File: config.mk
export PLATFORM = sky130hd
export DESIGN_NAME = iob_axistream_tx
export DESIGN_NICKNAME = d
export VERILOG_FILES = /design/src/rtl/iob_axistream_tx.sv
export SDC_FILE = /design/constraint.sdc
export NUM_CORES = 1
export LEC_CHECK = 0
export CORE_UTILIZATION = 35
export DETAILED_ROUTE_END_ITERATION = 16
export HOLD_SLACK_MARGIN = 0.06
export PLACE_DENSITY_LB_ADDON = 0.12
export SYNTH_ARGS = -nofsm -noshare
export SYNTH_HDL_FRONTEND = slang
export SYNTH_SLANG_ARGS = --single-unit
export TNS_END_PERCENT = 20
File: constraint.sdc
create_clock -name clk -period 4.3 [get_ports clk]
set_input_delay 0.86 -clock clk [delete_from_list [all_inputs] [get_ports clk]]
set_output_delay 0.86 -clock clk [all_outputs]
set_load 0.05 [all_outputs]
File: src/rtl/iob_axistream_tx.sv
// CPU-writable byte FIFO feeding an AXI-Stream master through one output register.
// Optional frame counter compiled in with IOB_AXISTREAM_TX_FRAME_CNT_EN.
module iob_axistream_tx #(
  parameter int DATA_W          = 32,
  parameter int ADDR_W          = 3,
  parameter int FIFO_DEPTH_LOG2 = 4
) (
  input  logic                clk,
  input  logic                rst,
  input  logic                valid,
  input  logic [ADDR_W-1:0]   address,
  input  logic [DATA_W-1:0]   wdata,
  input  logic [DATA_W/8-1:0] wstrb,
  output logic [DATA_W-1:0]   rdata,
  output logic                ready,
  output logic [7:0]          tdata,
  output logic                tvalid,
  input  logic                tready,
  output logic                tlast
);

  localparam int DEPTH = 2 ** FIFO_DEPTH_LOG2;
  localparam int PW    = FIFO_DEPTH_LOG2;
  localparam int LW    = FIFO_DEPTH_LOG2 + 1;

  localparam logic [ADDR_W-1:0] ADDR_DATA      = ADDR_W'(0);
  localparam logic [ADDR_W-1:0] ADDR_DATA_LAST = ADDR_W'(1);
  localparam logic [ADDR_W-1:0] ADDR_STATUS    = ADDR_W'(2);
  localparam logic [ADDR_W-1:0] ADDR_LEVEL     = ADDR_W'(3);
  localparam logic [ADDR_W-1:0] ADDR_SOFTRESET = ADDR_W'(4);
  localparam logic [ADDR_W-1:0] ADDR_FRAMES    = ADDR_W'(5);

  localparam logic [PW-1:0] PTR_ONE = PW'(1);
  localparam logic [LW-1:0] LVL_ONE = LW'(1);
  localparam logic [LW-1:0] LVL_MAX = LW'(DEPTH);

  logic [8:0]        mem_q [DEPTH];
  logic [PW-1:0]     wr_ptr_q, wr_ptr_d;
  logic [PW-1:0]     rd_ptr_q, rd_ptr_d;
  logic [LW-1:0]     level_q, level_d;
  logic              overflow_q, overflow_d;
  logic              ready_q, ready_d;
  logic [DATA_W-1:0] rdata_q, rdata_d;
  logic [7:0]        tdata_q, tdata_d;
  logic              tlast_q, tlast_d;
  logic              tvalid_q, tvalid_d;
  logic [DATA_W-1:0] frames_s;

  logic       req_acc_s, wr_acc_s, rd_acc_s;
  logic       push_req_s, push_s, pop_s, flush_s, handshake_s;
  logic       full_s, empty_s;
  logic [8:0] head_s;
  logic       unused_s;

  // A request is accepted only when ready is low, giving one request per two cycles.
  assign req_acc_s   = valid & ~ready_q;
  assign wr_acc_s    = req_acc_s & (|wstrb);
  assign rd_acc_s    = req_acc_s & ~(|wstrb);
  assign push_req_s  = wr_acc_s & ((address == ADDR_DATA) | (address == ADDR_DATA_LAST));
  assign flush_s     = wr_acc_s & (address == ADDR_SOFTRESET) & wdata[0];
  assign full_s      = (level_q == LVL_MAX);
  assign empty_s     = (level_q == {LW{1'b0}});
  assign push_s      = push_req_s & ~full_s;
  assign pop_s       = ~empty_s & (~tvalid_q | tready);
  assign handshake_s = tvalid_q & tready;
  assign head_s      = mem_q[rd_ptr_q];
  assign unused_s    = ^wdata[DATA_W-1:8];

  always_comb begin
    wr_ptr_d   = wr_ptr_q;
    rd_ptr_d   = rd_ptr_q;
    level_d    = level_q;
    overflow_d = overflow_q;
    tdata_d    = tdata_q;
    tlast_d    = tlast_q;
    tvalid_d   = tvalid_q;
    if (flush_s) begin
      wr_ptr_d   = {PW{1'b0}};
      rd_ptr_d   = {PW{1'b0}};
      level_d    = {LW{1'b0}};
      overflow_d = 1'b0;
      tdata_d    = 8'h00;
      tlast_d    = 1'b0;
      tvalid_d   = 1'b0;
    end else begin
      if (push_s) begin
        wr_ptr_d = wr_ptr_q + PTR_ONE;
      end else begin
        wr_ptr_d = wr_ptr_q;
      end
      if (push_req_s & full_s) begin
        overflow_d = 1'b1;
      end else begin
        overflow_d = overflow_q;
      end
      // The output stage refills from the head whenever it is empty or being drained.
      if (pop_s) begin
        rd_ptr_d = rd_ptr_q + PTR_ONE;
        tdata_d  = head_s[8:1];
        tlast_d  = head_s[0];
        tvalid_d = 1'b1;
      end else if (handshake_s) begin
        rd_ptr_d = rd_ptr_q;
        tvalid_d = 1'b0;
      end else begin
        rd_ptr_d = rd_ptr_q;
      end
      case ({push_s, pop_s})
        2'b10:   level_d = level_q + LVL_ONE;
        2'b01:   level_d = level_q - LVL_ONE;
        default: level_d = level_q;
      endcase
    end
  end

  always_comb begin
    ready_d = req_acc_s;
    rdata_d = {DATA_W{1'b0}};
    if (rd_acc_s) begin
      case (address)
        ADDR_STATUS: rdata_d = {{(DATA_W-3){1'b0}}, overflow_q, full_s, empty_s};
        ADDR_LEVEL:  rdata_d = DATA_W'(level_q);
        ADDR_FRAMES: rdata_d = frames_s;
        default:     rdata_d = {DATA_W{1'b0}};
      endcase
    end else begin
      rdata_d = {DATA_W{1'b0}};
    end
  end

  always_ff @(posedge clk or posedge rst) begin
    if (rst) begin
      wr_ptr_q   <= {PW{1'b0}};
      rd_ptr_q   <= {PW{1'b0}};
      level_q    <= {LW{1'b0}};
      overflow_q <= 1'b0;
      ready_q    <= 1'b0;
      rdata_q    <= {DATA_W{1'b0}};
      tdata_q    <= 8'h00;
      tlast_q    <= 1'b0;
      tvalid_q   <= 1'b0;
    end else begin
      wr_ptr_q   <= wr_ptr_d;
      rd_ptr_q   <= rd_ptr_d;
      level_q    <= level_d;
      overflow_q <= overflow_d;
      ready_q    <= ready_d;
      rdata_q    <= rdata_d;
      tdata_q    <= tdata_d;
      tlast_q    <= tlast_d;
      tvalid_q   <= tvalid_d;
    end
  end

  // Storage array carries no reset; occupancy is tracked by the pointers and level.
  always_ff @(posedge clk) begin
    if (push_s) begin
      mem_q[wr_ptr_q] <= {wdata[7:0], (address == ADDR_DATA_LAST)};
    end
  end

`ifdef IOB_AXISTREAM_TX_FRAME_CNT_EN
  logic [DATA_W-1:0] frames_q, frames_d;

  always_comb begin
    frames_d = frames_q;
    if (flush_s) begin
      frames_d = {DATA_W{1'b0}};
    end else if (handshake_s & tlast_q) begin
      frames_d = frames_q + {{(DATA_W-1){1'b0}}, 1'b1};
    end else begin
      frames_d = frames_q;
    end
  end

  always_ff @(posedge clk or posedge rst) begin
    if (rst) begin
      frames_q <= {DATA_W{1'b0}};
    end else begin
      frames_q <= frames_d;
    end
  end

  assign frames_s = frames_q;
`else
  assign frames_s = {DATA_W{1'b0}};
`endif

  assign ready  = ready_q;
  assign rdata  = rdata_q;
  assign tdata  = tdata_q;
  assign tlast  = tlast_q;
  assign tvalid = tvalid_q;

endmodule
==> summary.md, run 1 <==
| Metric | Value |
|---|---|
| CP endpoint kind | register |
| DRC Markers | 0 |
| Cts bufs inserted | 17 |
| Final Hold Viols | 0 |
| CTS tree | yes |
| Most frequent cells in the layout | edfxtp_1 (144), mux4_2 (36), clkdlybuf4s50_1 (34) |
| Detailed Place HPWL | 9410 um |
| Setup Buffers After CTS | 0 |
| Core ar. | 0.0204 mm2 |
| Core Util, Final | 41.7% |
| Cell area after synthesis | 0.00734 mm2 |
| Hold Path Class | register to register |
| Die area | 0.0215 mm2 |
| Seq/Total Area, Yosys | 69.2% |
| CP cell instances | clkdlybuf4s50_1 > or4b_4 > a211oi_4 > nor2_1 > xor2_1 > ha_1 > or4_1 > or3_1 > a21oi_1 > nor3b_1 |
| Max-slew violation count | 0 |
| Placer Congestion | 0.765 |
| Pwr Density | 601 mW/mm2 |
| Worst hold slack | 536 ps |
| Number of global-route vias before repair | 3,886 |
| Finished Cell Area | 0.00849 mm2 |
| Via density per instance | 4.93 |
| Syn Inst Count | 421 |
| Post-synth cell types | 50 |
| Pre-antenna DRT Iters | 4 |
| Max-cap violations | 0 |
| DRT iter0 DRCs | 260 |
| Nets@finish | 515 |
| Worst Min Path Start | overflow_q |
| Initial antenna violation count | 0 |
| Worst path required time | 4580 ps |
| Clk root buf | clkbuf_16 |
| # diodes | 0 |
| Avg Synthesized Cell Area | 17.4 um2 |
| First-pass GRT wire length | 23,200 um |
| Worst skew pair latency | 430 ps |
| Cts repair resizes | 0 |
| Reg2reg start | level_q[0] |
| Fillcell total | 1,823 |
| Synth warn | 0 |
| Clock-pin slew on the worst setup and hold paths | 60 ps |
| Crit-path max FO | 6 |
| Type of origin of the critical path | input pin |
| Worst slew pin tran | 1040 ps |
| Vias | 3,687 |
| Rows | 52 |
| Setup TNS | 0 ps |
| Ports | 86 |
| Grt total ovfl | 0 |
| Register area | 0.00508 mm2 |
| CP Launch Point | address[1] |
| CP peak stage delay | 580 ps |
| RR Endpoint | level_q[4] |
| Outcome | finished, final reports clean |
| Final cycle utilization of the critical path | 76.9% |
| TritonCTS Sinks | 174 |
| Vert. Die Dim | 147 um |
| Crit Path Class | input pin to register |
| Area grow syn2layout | 15.8% |
| Die width | 147 um |
| Setup Skew | 7.75 ps |
| Reg2reg setup slack | 1340 ps |
| Multi-input logic area | 0.00202 mm2 |
| Gr usage total | 15.0% |
| H-tree Lvls | 4 |
| Crit path to | level_q[4] |
| Post-route antenna net violation count | 0 |
| F_max | 302 MHz |
| Main flop type after synthesis | edfxtp_1 |
| Cell count of the worst reg-to-reg path | 9 |
| Initial core utilization | 36.0% |
| DR WL/cell | 20.1 um |
| Lkg Pwr | 2.88 nW |
| Post-synthesis async set-or-reset flop share | 17.2% |
| Area after DPL | 0.00791 mm2 |
| Peak supply drop | 314 uV |
| Layout cell share with drive strength beyond 1 | 23.4% |
| CTS Buffer Depth | 2 |
| Yosys reg bits | 174 |
| Number of synthesized flops with an enable pin | 144 |
| Largest net degree at the start of global routing | 31 |
| CP Data Arrival Time | 3590 ps |
| Min Tclk post-route | 3310 ps |
| Cts-stage hold buffer count | 0 |
| Commonest non-fill, non-tap cell in the layout | edfxtp_1 |
| RSZ-0062 raised after global routing | no |
| Final WL | 15,000 um |
| IO buf count | 34 |
| Slew headroom | 30.8% |
| Final number of setup-violating endpoints | 0 |
| Max stage delay cell, worst path | or4b_4 |
[logic make-up after synthesis]
kind of cell / share of synthesized area (%)
AO/OA/AOI/OAI: 2.66
XOR/XNOR: 1.07
adder cells (fa/ha/maj): 1.02
buffers and inverters: 4.60
flip-flops: 69.2
multiplexers: 14.1
other: 0.0511
AND/OR/NAND/NOR: 7.33
[area by class of cell]
cell class                      count  share of cell area, %
Clock buffer                       18                   5.05
Clock inverter                     13                   1.84
Inverter                            9                  0.398
Multi-Input combinational cell    217                   23.8
Sequential cell                   174                   59.8
Tap cell                          270                   3.98
Timing Repair Buffer               47                   5.16
[stage by stage]
step	power, mW	worst slack (ps)	std cells
floorplan	3.26	1030	447
CTS	5.17	1030	748
detailed placement	3.65	591	717
global placement	3.63	595	717
finish	5.11	994	748
global route	5.36	821	748
[report_power, final]
group	internal [mW]	total [mW]	leakage, nW	switching, mW
combinational	0.659	1.30	0.934	0.641
clock	0.868	1.52	0.285	0.654
sequential	1.95	2.28	1.66	0.334
[registers in the layout, summed over array words and instances, names as in the netlist]
signal      flops
ready           1
tvalid          1
rd_ptr_q        4
wr_ptr_q        4
overflow_q      1
mem_q         144
tdata           8
tlast           1
level_q         5
rdata           5
[cells in the mapped netlist (6+ instances only)]
cell | number | share of area (%)
clkbuf_1 | 9 | 0.46
edfxtp_1 | 144 | 59
buf_4 | 27 | 2.8
mux2_2 | 18 | 2.8
mux4_2 | 36 | 11
inv_1 | 9 | 0.46
nand2_1 | 9 | 0.46
buf_2 | 9 | 0.61
ha_1 | 6 | 1.0
o21ai_0 | 11 | 0.75
nor3_1 | 6 | 0.41
nor2_1 | 26 | 1.3
o22ai_1 | 9 | 0.77
dfrtp_1 | 30 | 10
and2_1 | 9 | 0.77
[per-layer routing]
| layer | part of all wire (%) | global-route usage [%] | vias to the layer above | wire length, um |
|---|---|---|---|---|
| li1 | - | - | 1674 | - |
| met1 | 45 | 19.5 | 1923 | 6780 |
| met2 | 50 | 24.8 | 73 | 7510 |
| met3 | 3.1 | 2.98 | 17 | 464 |
| met4 | 1.7 | 6.04 | 0 | 258 |
| met5 | 0 | 0 | - | 0 |
[worst min path at each step]
stage,to,cells after the start
2_1_floorplan,overflow_q,2
3_3_place_gp,overflow_q,2
3_5_place_dp,overflow_q,2
4_1_cts,overflow_q,2
5_1_grt,overflow_q,2
6_report,overflow_q,2
[critical path, delay by kind of cell]
family,cells,cell delay [ps]
compound gates,2,400
simple gates,5,1440
buf+inv,1,490
fa+ha+maj,1,240
xor+xnor,1,150
No activity file was read; power rests on OpenSTA's default activity.
==> inputs of run 2 (changes only) <==
clock period = 3.4 ns   (was 4.3 ns; I/O delays follow)
==> run 2 against run 1 <==
  * First-iteration DRC count is 4.2% lower
  * Utilization is 1.0 points higher
  * Clock-buffer cell count is 1 lower
  * Largest power group unchanged
  * Hold slack worse by 15 ps
  * Cell count is 2.5% higher
  * Power is 31% higher
  * Highest routed layer unchanged
==> summary.md, run 2 (synthesized netlist as in run 1, its figures left out) <==
| Metric | Value |
|---|---|
| CP Launch Point | address[1] (unchanged) |
| Layout cell share with drive strength beyond 1 | 26.4% (was 23.4%) |
| RR Endpoint | level_q[4] (unchanged) |
| Pwr Density | 771 mW/mm2 (was 601 mW/mm2) |
| DRC Markers | 0 (unchanged) |
| Reg2reg setup slack | 520 ps (was 1340 ps) |
| Max-slew violation count | 0 (unchanged) |
| Setup Buffers After CTS | 0 (unchanged) |
| First-pass GRT wire length | 23,000 um (was 23,200 um) |
| Cts-stage hold buffer count | 0 (unchanged) |
| Crit Path Class | input pin to register (unchanged) |
| Worst skew pair latency | 420 ps (was 430 ps) |
| Die area | 0.0215 mm2 (unchanged) |
| RSZ-0062 raised after global routing | no (unchanged) |
| Final WL | 15,000 um (about the same) |
| Most frequent cells in the layout | edfxtp_1 (144), mux4_2 (36), clkdlybuf4s50_1 (34) (unchanged) |
| Peak supply drop | 350 uV (was 314 uV) |
| H-tree Lvls | 4 (unchanged) |
| Crit-path max FO | 2 (was 6) |
| Crit path to | level_q[4] (unchanged) |
| Type of origin of the critical path | input pin (unchanged) |
| DR WL/cell | 19.6 um (was 20.1 um) |
| Worst slew pin tran | 653 ps (was 1040 ps) |
| Ports | 86 (unchanged) |
| Initial core utilization | 36.0% (unchanged) |
| Max stage delay cell, worst path | or4b_4 (unchanged) |
| Final Hold Viols | 0 (unchanged) |
| Area grow syn2layout | 18.6% (was 15.8%) |
| Largest reg by FF count | mem_q (unchanged) |
| Pre-antenna DRT Iters | 4 (unchanged) |
| Number of global-route vias before repair | 3,857 (was 3,886) |
| Worst path required time | 3730 ps (was 4580 ps) |
| Cts bufs inserted | 17 (unchanged) |
| Nets@finish | 534 (was 515) |
| Reg2reg start | level_q[2] (was level_q[0]) |
| Initial antenna violation count | 0 (unchanged) |
| DRT iter0 DRCs | 249 (was 260) |
| Finished Cell Area | 0.00870 mm2 (was 0.00849 mm2) |
| Hold Path Class | register to register (unchanged) |
| Cell count of the worst reg-to-reg path | 9 (unchanged) |
| Clock-pin slew on the worst setup and hold paths | 70 ps (was 60 ps) |
| Vias | 3,748 (was 3,687) |
| Via density per instance | 4.89 (was 4.93) |
| F_max | 334 MHz |
| CTS tree | yes (unchanged) |
| Vert. Die Dim | 147 um (unchanged) |
| Cts repair resizes | 0 (unchanged) |
| CTS Buffer Depth | 2 (unchanged) |
| CP endpoint kind | register (unchanged) |
| Largest register FFs | 144 (unchanged) |
| IO buf count | 34 (unchanged) |
| Rows | 52 (unchanged) |
| Slew headroom | 56.5% (was 30.8%) |
| Gr usage total | 14.9% (was 15.0%) |
| Largest net degree at the start of global routing | 31 (unchanged) |
| Setup Skew | 8.70 ps (was 7.75 ps) |
| Max-cap violations | 0 (unchanged) |
| # diodes | 0 (unchanged) |
| CP cell instances | clkdlybuf4s50_1 > or4b_4 > a211oi_4 > nor2_1 > xor2_1 > ha_1 > or4_1 > or3_1 > nand3_1 > nor3b_1 (was clkdlybuf4s50_1 > or4b_4 > a211oi_4 > nor2_1 > xor2_1 > ha_1 > or4_1 > or3_1 > a21oi_1 > nor3b_1) |
| Placer Congestion | 0.767 (was 0.765) |
| Clk root buf | clkbuf_16 (unchanged) |
| Commonest non-fill, non-tap cell in the layout | edfxtp_1 (unchanged) |
| Area after DPL | 0.00808 mm2 (was 0.00791 mm2) |
| Worst hold slack | 522 ps (was 536 ps) |
| Post-route antenna net violation count | 0 (unchanged) |
| TritonCTS Sinks | 174 (unchanged) |
| Lkg Pwr | 3.00 nW (was 2.88 nW) |
| CP peak stage delay | 550 ps (was 580 ps) |
| Die width | 147 um (unchanged) |
| Outcome | finished, final reports clean (unchanged) |
| Min Tclk post-route | 2990 ps |
| CP Data Arrival Time | 3320 ps (was 3590 ps) |
| Grt total ovfl | 0 (unchanged) |
| Final number of setup-violating endpoints | 0 (unchanged) |
| Final cycle utilization of the critical path | 88.0% |
| Core ar. | 0.0204 mm2 (unchanged) |
| Detailed Place HPWL | 9600 um (was 9410 um) |
## run 2: cell types whose count changed in the layout (fill, tap and decap cells not counted), sizes merged
cell and delta:
buf +19, bufinv +2, clkbuf -1, clkinv -4, clkinvlp +1, inv +2
## run 2: routing by layer
layer / vias to the layer above / share of wire [%] / global-route usage [%]
met5: - / 0 / 0
met3: 10 / 2.2 / 2.89
met4: 0 / 0.93 / 4.53
li1: 1704 / - / -
met2: 65 / 50 / 24.1
met1: 1969 / 47 / 20.3
## run 2: per-stage QoR
step	std cells	TNS (ps)	worst slack [ps]	total power [mW]	util, %
finish	767	0	408	6.71	42.7
global route	767	0	289	7.02	42.7
floorplan	447	0	308	4.12	-
detailed placement	736	-5.25	-5.25	4.71	39.7
CTS	767	0	426	6.78	42.7
global placement	736	0	15.2	4.69	39.7
## run 2: layout make-up
cell class	count	area, um2
well taps	270	338
inverters	9	33.8
clock inverters	14	203
flip-flops and latches	174	5080
fillers	1813	11700
clock buffers	17	425
multi-input cells	217	2020
repair buffers	66	606
## run 2: where the power goes
part           switching (mW)  leakage (nW)  internal, mW
clock                   0.826         0.301          1.24
sequential              0.224          1.66          2.47
combinational            1.04          1.04         0.911
## run 2: worst min-delay path by stage
stage                      end       start  depth (start not counted)  slack (ps)
detailed placement  overflow_q  overflow_q                          2         510
global placement    overflow_q  overflow_q                          2         490
finish              overflow_q  overflow_q                          2         520
CTS                 overflow_q  overflow_q                          2         530
global route        overflow_q  overflow_q                          2         550
floorplan           overflow_q  overflow_q                          2         470
## run 2: critical path, delay by kind of cell
kind,cells,cell delay (ps)
and+or+nand+nor,6,1640
buffers and inverters,1,430
AOI/OAI and AO/OA,1,240
adders and majority gates,1,190
xor gates and xnor gates,1,150
